**src/rtl/dht11_ctrl.sv**
```systemverilog
`default_nettype none
// ============================================================================
// Module      : dht11_ctrl
// Description : DHT11 single-wire humidity/temperature sensor controller.
//               Issues the host start pulse, decodes the 40-bit reply and
//               validates its checksum.
// Revision    : 1.0 - initial release
// ============================================================================
module dht11_ctrl #(
    parameter int TICKS_PER_US  = 100,
    parameter int START_LOW_US  = 18000,
    parameter int TIMEOUT_US    = 200,
    parameter int BIT_THRESH_US = 50
) (
    input  logic        clk,
    input  logic        rst,
    input  logic        start,
    input  logic        data,
    output logic        data_oe,
    output logic        busy,
    output logic [15:0] hum,
    output logic [15:0] temp,
    output logic        valid,
    output logic        err,
    output logic [1:0]  err_code
);

    localparam logic [2:0] S_IDLE      = 3'd0;
    localparam logic [2:0] S_START_LOW = 3'd1;
    localparam logic [2:0] S_WAIT_RESP = 3'd2;
    localparam logic [2:0] S_RESP_LOW  = 3'd3;
    localparam logic [2:0] S_RESP_HIGH = 3'd4;
    localparam logic [2:0] S_BIT_LOW   = 3'd5;
    localparam logic [2:0] S_BIT_HIGH  = 3'd6;
    localparam logic [2:0] S_CHECK     = 3'd7;

    localparam int             c_PW          = (TICKS_PER_US > 1) ? $clog2(TICKS_PER_US) : 1;
    localparam logic [c_PW-1:0] c_PRESC_MAX  = c_PW'(TICKS_PER_US - 1);
    localparam logic [14:0]    c_START_LAST  = 15'(START_LOW_US - 1);
    localparam logic [14:0]    c_TIMEOUT_LAST = 15'(TIMEOUT_US - 1);
    localparam logic [14:0]    c_THRESH      = 15'(BIT_THRESH_US);

    logic [2:0]      r_state;
    logic [2:0]      w_next;
    logic            r_sync1;
    logic            r_sync2;
    logic            r_prev;
    logic            w_rise;
    logic            w_fall;
    logic [c_PW-1:0] r_presc;
    logic            w_tick;
    logic [14:0]     r_us;
    logic            w_state_chg;
    logic            w_timeout;
    logic            w_wait_state;
    logic            w_bit;
    logic [39:0]     r_shift;
    logic [5:0]      r_bit_cnt;
    logic [7:0]      w_sum;
    logic [15:0]     r_hum;
    logic [15:0]     r_temp;
    logic            r_valid;
    logic            r_err;
    logic [1:0]      r_err_code;

    assign w_rise      = r_sync2 & ~r_prev;
    assign w_fall      = ~r_sync2 & r_prev;
    assign w_tick      = (r_presc == c_PRESC_MAX);
    assign w_state_chg = (w_next != r_state);
    assign w_sum       = r_shift[39:32] + r_shift[31:24] + r_shift[23:16] + r_shift[15:8];
    assign w_wait_state = (r_state == S_WAIT_RESP) || (r_state == S_RESP_LOW) ||
                          (r_state == S_RESP_HIGH) || (r_state == S_BIT_LOW)  ||
                          (r_state == S_BIT_HIGH);

    // The falling edge is seen one cycle before the us counter would reach
    // the full high time, so a count of BIT_THRESH_US means "more than".
    assign w_bit = (r_us >= c_THRESH);

    always_ff @(posedge clk or posedge rst) begin
        if (rst) begin
            r_state <= S_IDLE;
        end else begin
            r_state <= w_next;
        end
    end

    always_comb begin
        w_next    = r_state;
        w_timeout = 1'b0;
        case (r_state)
            S_IDLE:      if (start) w_next = S_START_LOW;
            S_START_LOW: if (w_tick && (r_us == c_START_LAST)) w_next = S_WAIT_RESP;
            S_WAIT_RESP: if (w_fall) w_next = S_RESP_LOW;
            S_RESP_LOW:  if (w_rise) w_next = S_RESP_HIGH;
            S_RESP_HIGH: if (w_fall) w_next = S_BIT_LOW;
            S_BIT_LOW:   if (w_rise) w_next = S_BIT_HIGH;
            S_BIT_HIGH:  if (w_fall) w_next = (r_bit_cnt == 6'd39) ? S_CHECK : S_BIT_LOW;
            S_CHECK:     w_next = S_IDLE;
            default:     w_next = S_IDLE;
        endcase
        // An expected edge arriving on the expiry cycle still counts as progress.
        if (w_wait_state && w_tick && (r_us == c_TIMEOUT_LAST) && (w_next == r_state)) begin
            w_timeout = 1'b1;
            w_next    = S_IDLE;
        end
    end

    always_comb begin
        data_oe = (r_state == S_START_LOW);
        busy    = (r_state != S_IDLE);
    end

    always_ff @(posedge clk or posedge rst) begin
        if (rst) begin
            r_sync1    <= 1'b0;
            r_sync2    <= 1'b0;
            r_prev     <= 1'b0;
            r_presc    <= '0;
            r_us       <= '0;
            r_shift    <= '0;
            r_bit_cnt  <= '0;
            r_hum      <= '0;
            r_temp     <= '0;
            r_valid    <= 1'b0;
            r_err      <= 1'b0;
            r_err_code <= 2'b00;
        end else begin
            r_sync1 <= data;
            r_sync2 <= r_sync1;
            r_prev  <= r_sync2;

            if (w_state_chg) begin
                r_presc <= '0;
                r_us    <= '0;
            end else if (w_tick) begin
                r_presc <= '0;
                r_us    <= r_us + 15'd1;
            end else begin
                r_presc <= r_presc + 1'b1;
            end

            r_valid <= 1'b0;
            r_err   <= 1'b0;

            if ((r_state == S_IDLE) && start) begin
                r_shift   <= '0;
                r_bit_cnt <= '0;
            end

            if ((r_state == S_BIT_HIGH) && w_fall) begin
                r_shift   <= {r_shift[38:0], w_bit};
                r_bit_cnt <= r_bit_cnt + 6'd1;
            end

            if (w_timeout) begin
                r_err      <= 1'b1;
                r_err_code <= 2'b01;
            end

            if (r_state == S_CHECK) begin
                if (w_sum == r_shift[7:0]) begin
                    r_hum   <= r_shift[39:24];
                    r_temp  <= r_shift[23:8];
                    r_valid <= 1'b1;
                end else begin
                    r_err      <= 1'b1;
                    r_err_code <= 2'b10;
                end
            end
        end
    end

    assign hum      = r_hum;
    assign temp     = r_temp;
    assign valid    = r_valid;
    assign err      = r_err;
    assign err_code = r_err_code;

endmodule
`default_nettype wire

```
**config.mk**
```make
export PLATFORM = sky130hd
export DESIGN_NAME = dht11_ctrl
export DESIGN_NICKNAME = d
export VERILOG_FILES = /design/src/rtl/dht11_ctrl.sv
export SDC_FILE = /design/constraint.sdc
export NUM_CORES = 1
export LEC_CHECK = 0
export CAP_MARGIN = 20
export CORE_MARGIN = 3
export CORE_UTILIZATION = 60
export CTS_BUF_LIST = sky130_fd_sc_hd__clkbuf_8
export DETAILED_ROUTE_END_ITERATION = 12
export GPL_ROUTABILITY_DRIVEN = 0
export GPL_TIMING_DRIVEN = 0
export PLACE_DENSITY_LB_ADDON = 0.08
export SLEW_MARGIN = 25
export SYNTH_ARGS = -nofsm -noshare
export SYNTH_HDL_FRONTEND = slang
export SYNTH_SLANG_ARGS = --single-unit
```
**constraint.sdc**
```tcl
create_clock -name clk -period 5.3 [get_ports clk]
set_input_delay 0.53 -clock clk [delete_from_list [all_inputs] [get_ports clk]]
set_output_delay 0.53 -clock clk [all_outputs]
set_load 0.02 [all_outputs]
```
### Word-level counts from Yosys, hierarchy flattened

Index checks and enable logic that the tools add are counted.
W data, S select, Z words.

* bits of input ports: 4
* output and inout bits: 38
* register bits after elaboration: 110
* logic and storage cells: 80

* multiplexer cells: 27
* add/subtract/negate cells: 6
* bitwise operators: 4
* reduce and logical (&&, ||, !) cells: 15
* magnitude comparators: 1
* equality and inequality tests: 14

Operators with widths (count)
* $mux W40: 2
* $mux W15: 2
* $add A8 B8 Y8: 3
* $mux W3: 8
* $pmux W3 S8: 1
* $add A15 B1 Y15 const B: 1
* $eq A15 B15 Y1 const B: 1
* $eq A15 B8 Y1 const B: 1
* $ge A15 B6 Y1 const B: 1
* $mux W7: 2
* $eq A3 B3 Y1 const B: 4
* $mux W6: 2
* $eq A8 B8 Y1: 1
* $mux W2: 4
* $add A7 B1 Y7 const B: 1
* $eq A7 B7 Y1 const B: 1
* $add A6 B1 Y6 const B: 1
* $eq A3 B2 Y1 const B: 2
* $eq A6 B6 Y1 const B: 1
* $logic_and A1 B1 Y1: 6
* $mux W1: 6
* $logic_or A1 B1 Y1: 4
* $reduce_bool A2 Y1: 2
* $eq A3 B1 Y1 const B: 1
* 7 further kinds: 9

### Depth between registers and ports, before layout

* depth in word-level cells: 12
* gate-level depth with buffers: 14
* gate-level depth less buffers: 13

### Worst setup path before layout

OpenSTA, ideal clock, no wires.

* path kind: reg-to-reg
* from: register r_shift[9]
* to: register r_hum[11], in the netlist hum[11]
* path slack: 1.611 ns
* stages on the path, launching flop included: 15
* period minus slack after synthesis: 3.689 ns
* arrival: 3.564 ns
* setup time: 0.125 ns
* path through: dfrtp_1 fa_1 inv_1 fa_1 inv_1 ha_1 inv_1 fa_1 nand2b_1 a21oi_1 a31oi_1 xnor2_1 nor4_4 buf_6 mux2_2

* cells in the longest elaborated chain, start to end: 3

Ends and longest elaborated chain
* from (decl): line 57 `logic [39:0] r_shift;`
* from (signal assigned): line 151 `r_shift <= {r_shift[38:0], w_bit};`
* $add A8 B8 Y8: line 70 `assign w_sum = r_shift[39:32] + r_shift[31:24] + r_shift[23:16] + r_shift[15:8];`
* $eq A8 B8 Y1: line 161 `if (w_sum == r_shift[7:0]) begin`
* $reduce_and A2 Y1 (no source line)
* to (signal assigned): line 162 `r_hum <= r_shift[39:24];`
* to (decl): line 60 `logic [15:0] r_hum;`

No other way between the ends.
A chain may end at the register's enable or synchronous reset.

### Worst setup path in the final report

* from: register r_shift[9]
* to: register r_hum[12], in the netlist hum[12]

The elaborated chain is that of the path after synthesis.

==> load_flow_metrics.sql <==
INSERT INTO impl_metrics (metric_group, metric, value, unit) VALUES
('routing', 'drt-wirelength-per-cell', '16.71', 'um'),
('power', 'power.density_cell_area', '254.5', 'nW/um^2'),
('routing', 'detail-route-antenna-nets', '0', ''),
('synth', 'syn_area_per_cell', '11.98', 'um^2'),
('placement', 'place_area', '5798', 'um^2'),
('timing', 'max_slew.worst_pin.slew', '0.7227', 'ns'),
('synth', 'post_synth_mux_area_share', '7.090', '%'),
('synth', 'synth_area', '5224', 'um^2'),
('floorplanning', 'dieWidth', '99.31', 'um'),
('timing', 'grt_setup_unrepaired', 'no', ''),
('timing', 'hold_viol', '0', ''),
('synth', 'edff_count_synth', '0', ''),
('synth', 'syn-num-nets', '465', ''),
('power', 'irDropWorstVdd', '0.0002368', 'V'),
('floorplanning', 'fp.dieArea', '9861', 'um^2'),
('worst_setup_path', 'crit_fanout', '10', ''),
('timing', 'max_clock_freq', '243.0', 'MHz'),
('synth', 'synth_fa_ha_area_share', '8.000', '%'),
('timing', 'setup_skew', '0.01670', 'ns'),
('clock_tree', 'cts-hold-fix-buffers', '0', ''),
('worst_setup_path', 'critical_setup_path_kind', 'flip-flop to flip-flop', ''),
('power', 'totalPowerFinal', '1.527', 'mW'),
('synth', 'ys_async_sr_fraction', '100.0', '%'),
('worst_setup_path', 'critical_path.endpoint_type', 'flip-flop', ''),
('global_route', 'gr-total-overflow', '0', ''),
('power', 'power.net_switching', '413.7', 'uW'),
('worst_setup_path', 'critical_path_required', '5.56', 'ns'),
('synth', 'ys_warn_count', '0', ''),
('timing', 'worst_slew_margin', '51.82', '%'),
('timing', 'finalCritPeriodShare', '77.63', '%'),
('synth', 'yosysSeqAreaShare', '52.69', '%'),
('routing', 'total_detailed_routing_wirelength', '10010', 'um'),
('clock_tree', 'cts.clk_slew.worst_paths', '0.11', 'ns'),
('power', 'power.sequential.fraction', '60.2', '%'),
('floorplanning', 'die_h', '99.31', 'um'),
('power', 'pwr-share-comb', '7.2', '%'),
('timing', 'final_max_slew_viol_count', '0', ''),
('power', 'p_sw_share', '27.09', '%'),
('power', 'power_report.internal_total', '1.113', 'mW'),
('clock_tree', 'clock-sinks', '110', ''),
('timing', 'setup_violations', '0', ''),
('synth', 'synthCells', '436', ''),
('routing', 'initialDrtViolationCount', '189', ''),
('clock_tree', 'cts-resized-gates', '0', ''),
('routing', 'number_of_optimization_iterations_in_the_first_detailed_route_pass', '4', ''),
('run', 'max_cap_viol_count', '0', ''),
('routing', 'drt-vias-per-instance', '5.786', ''),
('timing', 'post-route-min-period', '4.115', 'ns'),
('power', 'leakage_power_of_the_design', '2.856', 'nW'),
('layout', 'diodes', '0', ''),
('floorplanning', 'start_util', '62.63', '%'),
('placement', 'post-dp-hpwl', '7221', 'um'),
('placement', 'preCtsSetupSlack', '1.201', 'ns'),
('global_route', 'via_count_of_the_first_global_routing_pass', '3559', ''),
('clock_tree', 'ctsHtreeMaxLevel', '3', ''),
('synth', 'synth-compound-area-share', '10.49', '%'),
('synth', 'ys_dominant_reg_cell', 'sky130_fd_sc_hd__dfrtp_1', ''),
('layout', 'area_delta_synth_final', '14.85', '%'),
('timing', 'setup_slack', '1.185', 'ns'),
('placement', 'port_buffers', '41', ''),
('routing', 'via_count', '3466', ''),
('synth', 'total_of_flip_flops_plus_latches_after_synthesis', '110', ''),
('power', 'clock_power_share', '32.6', '%'),
('layout', 'post_layout_nonfiller_instances', '599', ''),
('synth', 'synth_simple_gate_area_share', '11.74', '%'),
('clock_tree', 'postCtsSetupBuffers', '0', ''),
('floorplanning', 'core_region_area', '8341', 'um^2'),
('synth', 'yosys.area_share.xor_xnor', '6.371', '%'),
('layout', 'nets', '518', ''),
('status', 'run_status', 'complete, no violations', ''),
('worst_setup_path', 'timing.critical_path.from_type', 'flip-flop', '');
-- worst max-delay path, cell delays in order (launching register included) --
cell and delay [ns]:
sky130_fd_sc_hd__dfrtp_1 0.47, sky130_fd_sc_hd__fa_1 0.55, sky130_fd_sc_hd__inv_1 0.06, sky130_fd_sc_hd__fa_1 0.44
sky130_fd_sc_hd__inv_1 0.06, sky130_fd_sc_hd__ha_1 0.16, sky130_fd_sc_hd__inv_1 0.05, sky130_fd_sc_hd__fa_1 0.38
sky130_fd_sc_hd__nand2b_1 0.16, sky130_fd_sc_hd__a21oi_1 0.21, sky130_fd_sc_hd__a31oi_1 0.13, sky130_fd_sc_hd__xnor2_1 0.20
sky130_fd_sc_hd__nor4_4 0.52, sky130_fd_sc_hd__buf_6 0.23, sky130_fd_sc_hd__mux2_2 0.34
-- logic make-up (layout without fill, tap and decap cells) --
family | count (synthesis) | after routing
muxes | 33 | 33
AOI/OAI and AO/OA | 74 | 74
xor gates and xnor gates | 38 | 38
and+or+nand+nor | 114 | 114
adders and majority gates | 25 | 25
buffers and inverters | 42 | 100
DFF | 110 | 110
-- cell type report --
type                       count  area [um^2]
inverter                      25        98.84
fill                         602         2341
buffer                        17        95.09
clock inverter                 7        77.57
multi-input combinational    284         2282
tap                          105        131.4
timing repair buffer          42        437.9
clock buffer                   9        123.9
sequential                   110         2753
-- state kept, by name, summed over array words and instances (netlist names), 2 cells and up --
name and flops:
r_us 15, r_shift 40, r_bit_cnt 6, r_state 3
temp 16, hum 16, r_presc 7, err_code 2
-- per-layer routing --
layer | vias to the layer above | part of all wire (%) | GRT usage, %
met4 | 0 | 1.6 | 7.353
li1 | 1642 | - | -
met3 | 14 | 4.0 | 5.049
met2 | 59 | 46 | 33.37
met5 | - | 0 | 0
met1 | 1751 | 48 | 32.53
-- power groups by stage --
stage / logic (mW) / clock network [mW] / registers, mW
global route: 0.129 / 0.543 / 0.926
detailed placement: 0.111 / 0 / 0.935
finish: 0.110 / 0.498 / 0.919
floorplan: 0.0904 / 0 / 0.924
global placement: 0.105 / 0 / 0.932
CTS: 0.112 / 0.513 / 0.919
-- stage by stage --
stage                     hold WS, ns  utilization (%)
after floorplan                0.3312                -
after global placement         0.3359            69.13
after detailed placement       0.3420            69.52
after CTS                      0.3652            71.93
after global routing           0.3813            71.93
final                          0.3623            71.93
-- layout by cell type, fill, tap and decap left out, drive strengths merged, types with 2 or more instances in the layout --
master / netlist / layout
nand2b: 2 / 2
nor4: 5 / 5
a21oi: 8 / 8
nand4: 7 / 7
dfrtp: 110 / 110
a311oi: 2 / 2
clkinv: 0 / 4
nand2: 19 / 19
inv: 25 / 28
nor3: 7 / 7
mux2: 32 / 32
or3: 2 / 2
and2: 3 / 3
fa: 14 / 14
a21o: 2 / 2
clkbuf: 12 / 21
or2: 2 / 2
ha: 11 / 11
nor2: 35 / 35
nor3b: 2 / 2
nor4b: 3 / 3
buf: 5 / 6
nand3: 14 / 14
and3: 5 / 5
xor2: 19 / 19
or4: 2 / 2
o21ai: 14 / 14
a211oi: 2 / 2
a22o: 35 / 35
xnor2: 19 / 19
a31oi: 3 / 3
clkdlybuf4s50: 0 / 41
-- Yosys cell counts (3+ instances only) --
cell type / instances / share of area, %
sky130_fd_sc_hd__nand3_1: 14 / 1.3
sky130_fd_sc_hd__nand2_1: 19 / 1.4
sky130_fd_sc_hd__mux2_2: 29 / 6.3
sky130_fd_sc_hd__nor2_1: 35 / 2.5
sky130_fd_sc_hd__ha_1: 11 / 2.6
sky130_fd_sc_hd__mux2_1: 3 / 0.65
sky130_fd_sc_hd__a31oi_1: 3 / 0.36
sky130_fd_sc_hd__xnor2_1: 19 / 3.2
sky130_fd_sc_hd__nor3_1: 7 / 0.67
sky130_fd_sc_hd__a21oi_1: 8 / 0.77
sky130_fd_sc_hd__nor4_1: 4 / 0.48
sky130_fd_sc_hd__nand4_1: 7 / 0.84
sky130_fd_sc_hd__a22o_1: 35 / 5.9
sky130_fd_sc_hd__o21ai_0: 14 / 1.3
sky130_fd_sc_hd__and3_1: 5 / 0.60
sky130_fd_sc_hd__inv_1: 25 / 1.8
sky130_fd_sc_hd__dfrtp_1: 110 / 53
sky130_fd_sc_hd__xor2_1: 19 / 3.2
sky130_fd_sc_hd__fa_1: 14 / 5.4
sky130_fd_sc_hd__clkbuf_1: 12 / 0.86
sky130_fd_sc_hd__buf_6: 4 / 0.86
-- final timing paths --
| path | endpoint | from | depth (start not counted) | slack (ns) |
|---|---|---|---|---|
| max | hum[12] | r_shift[9] | 14 | 1.19 |
| min in group asynchronous | temp[9] | rst | 2 | 0.55 |
| max in group asynchronous | hum[8] | rst | 3 | 4.10 |
| min reg2reg | r_sync2 | r_sync1 | 0 | 0.36 |
| max reg2reg | hum[12] | r_shift[9] | 14 | 1.19 |
| min | r_sync2 | r_sync1 | 0 | 0.36 |
Power figures use the tool's default switching activity.
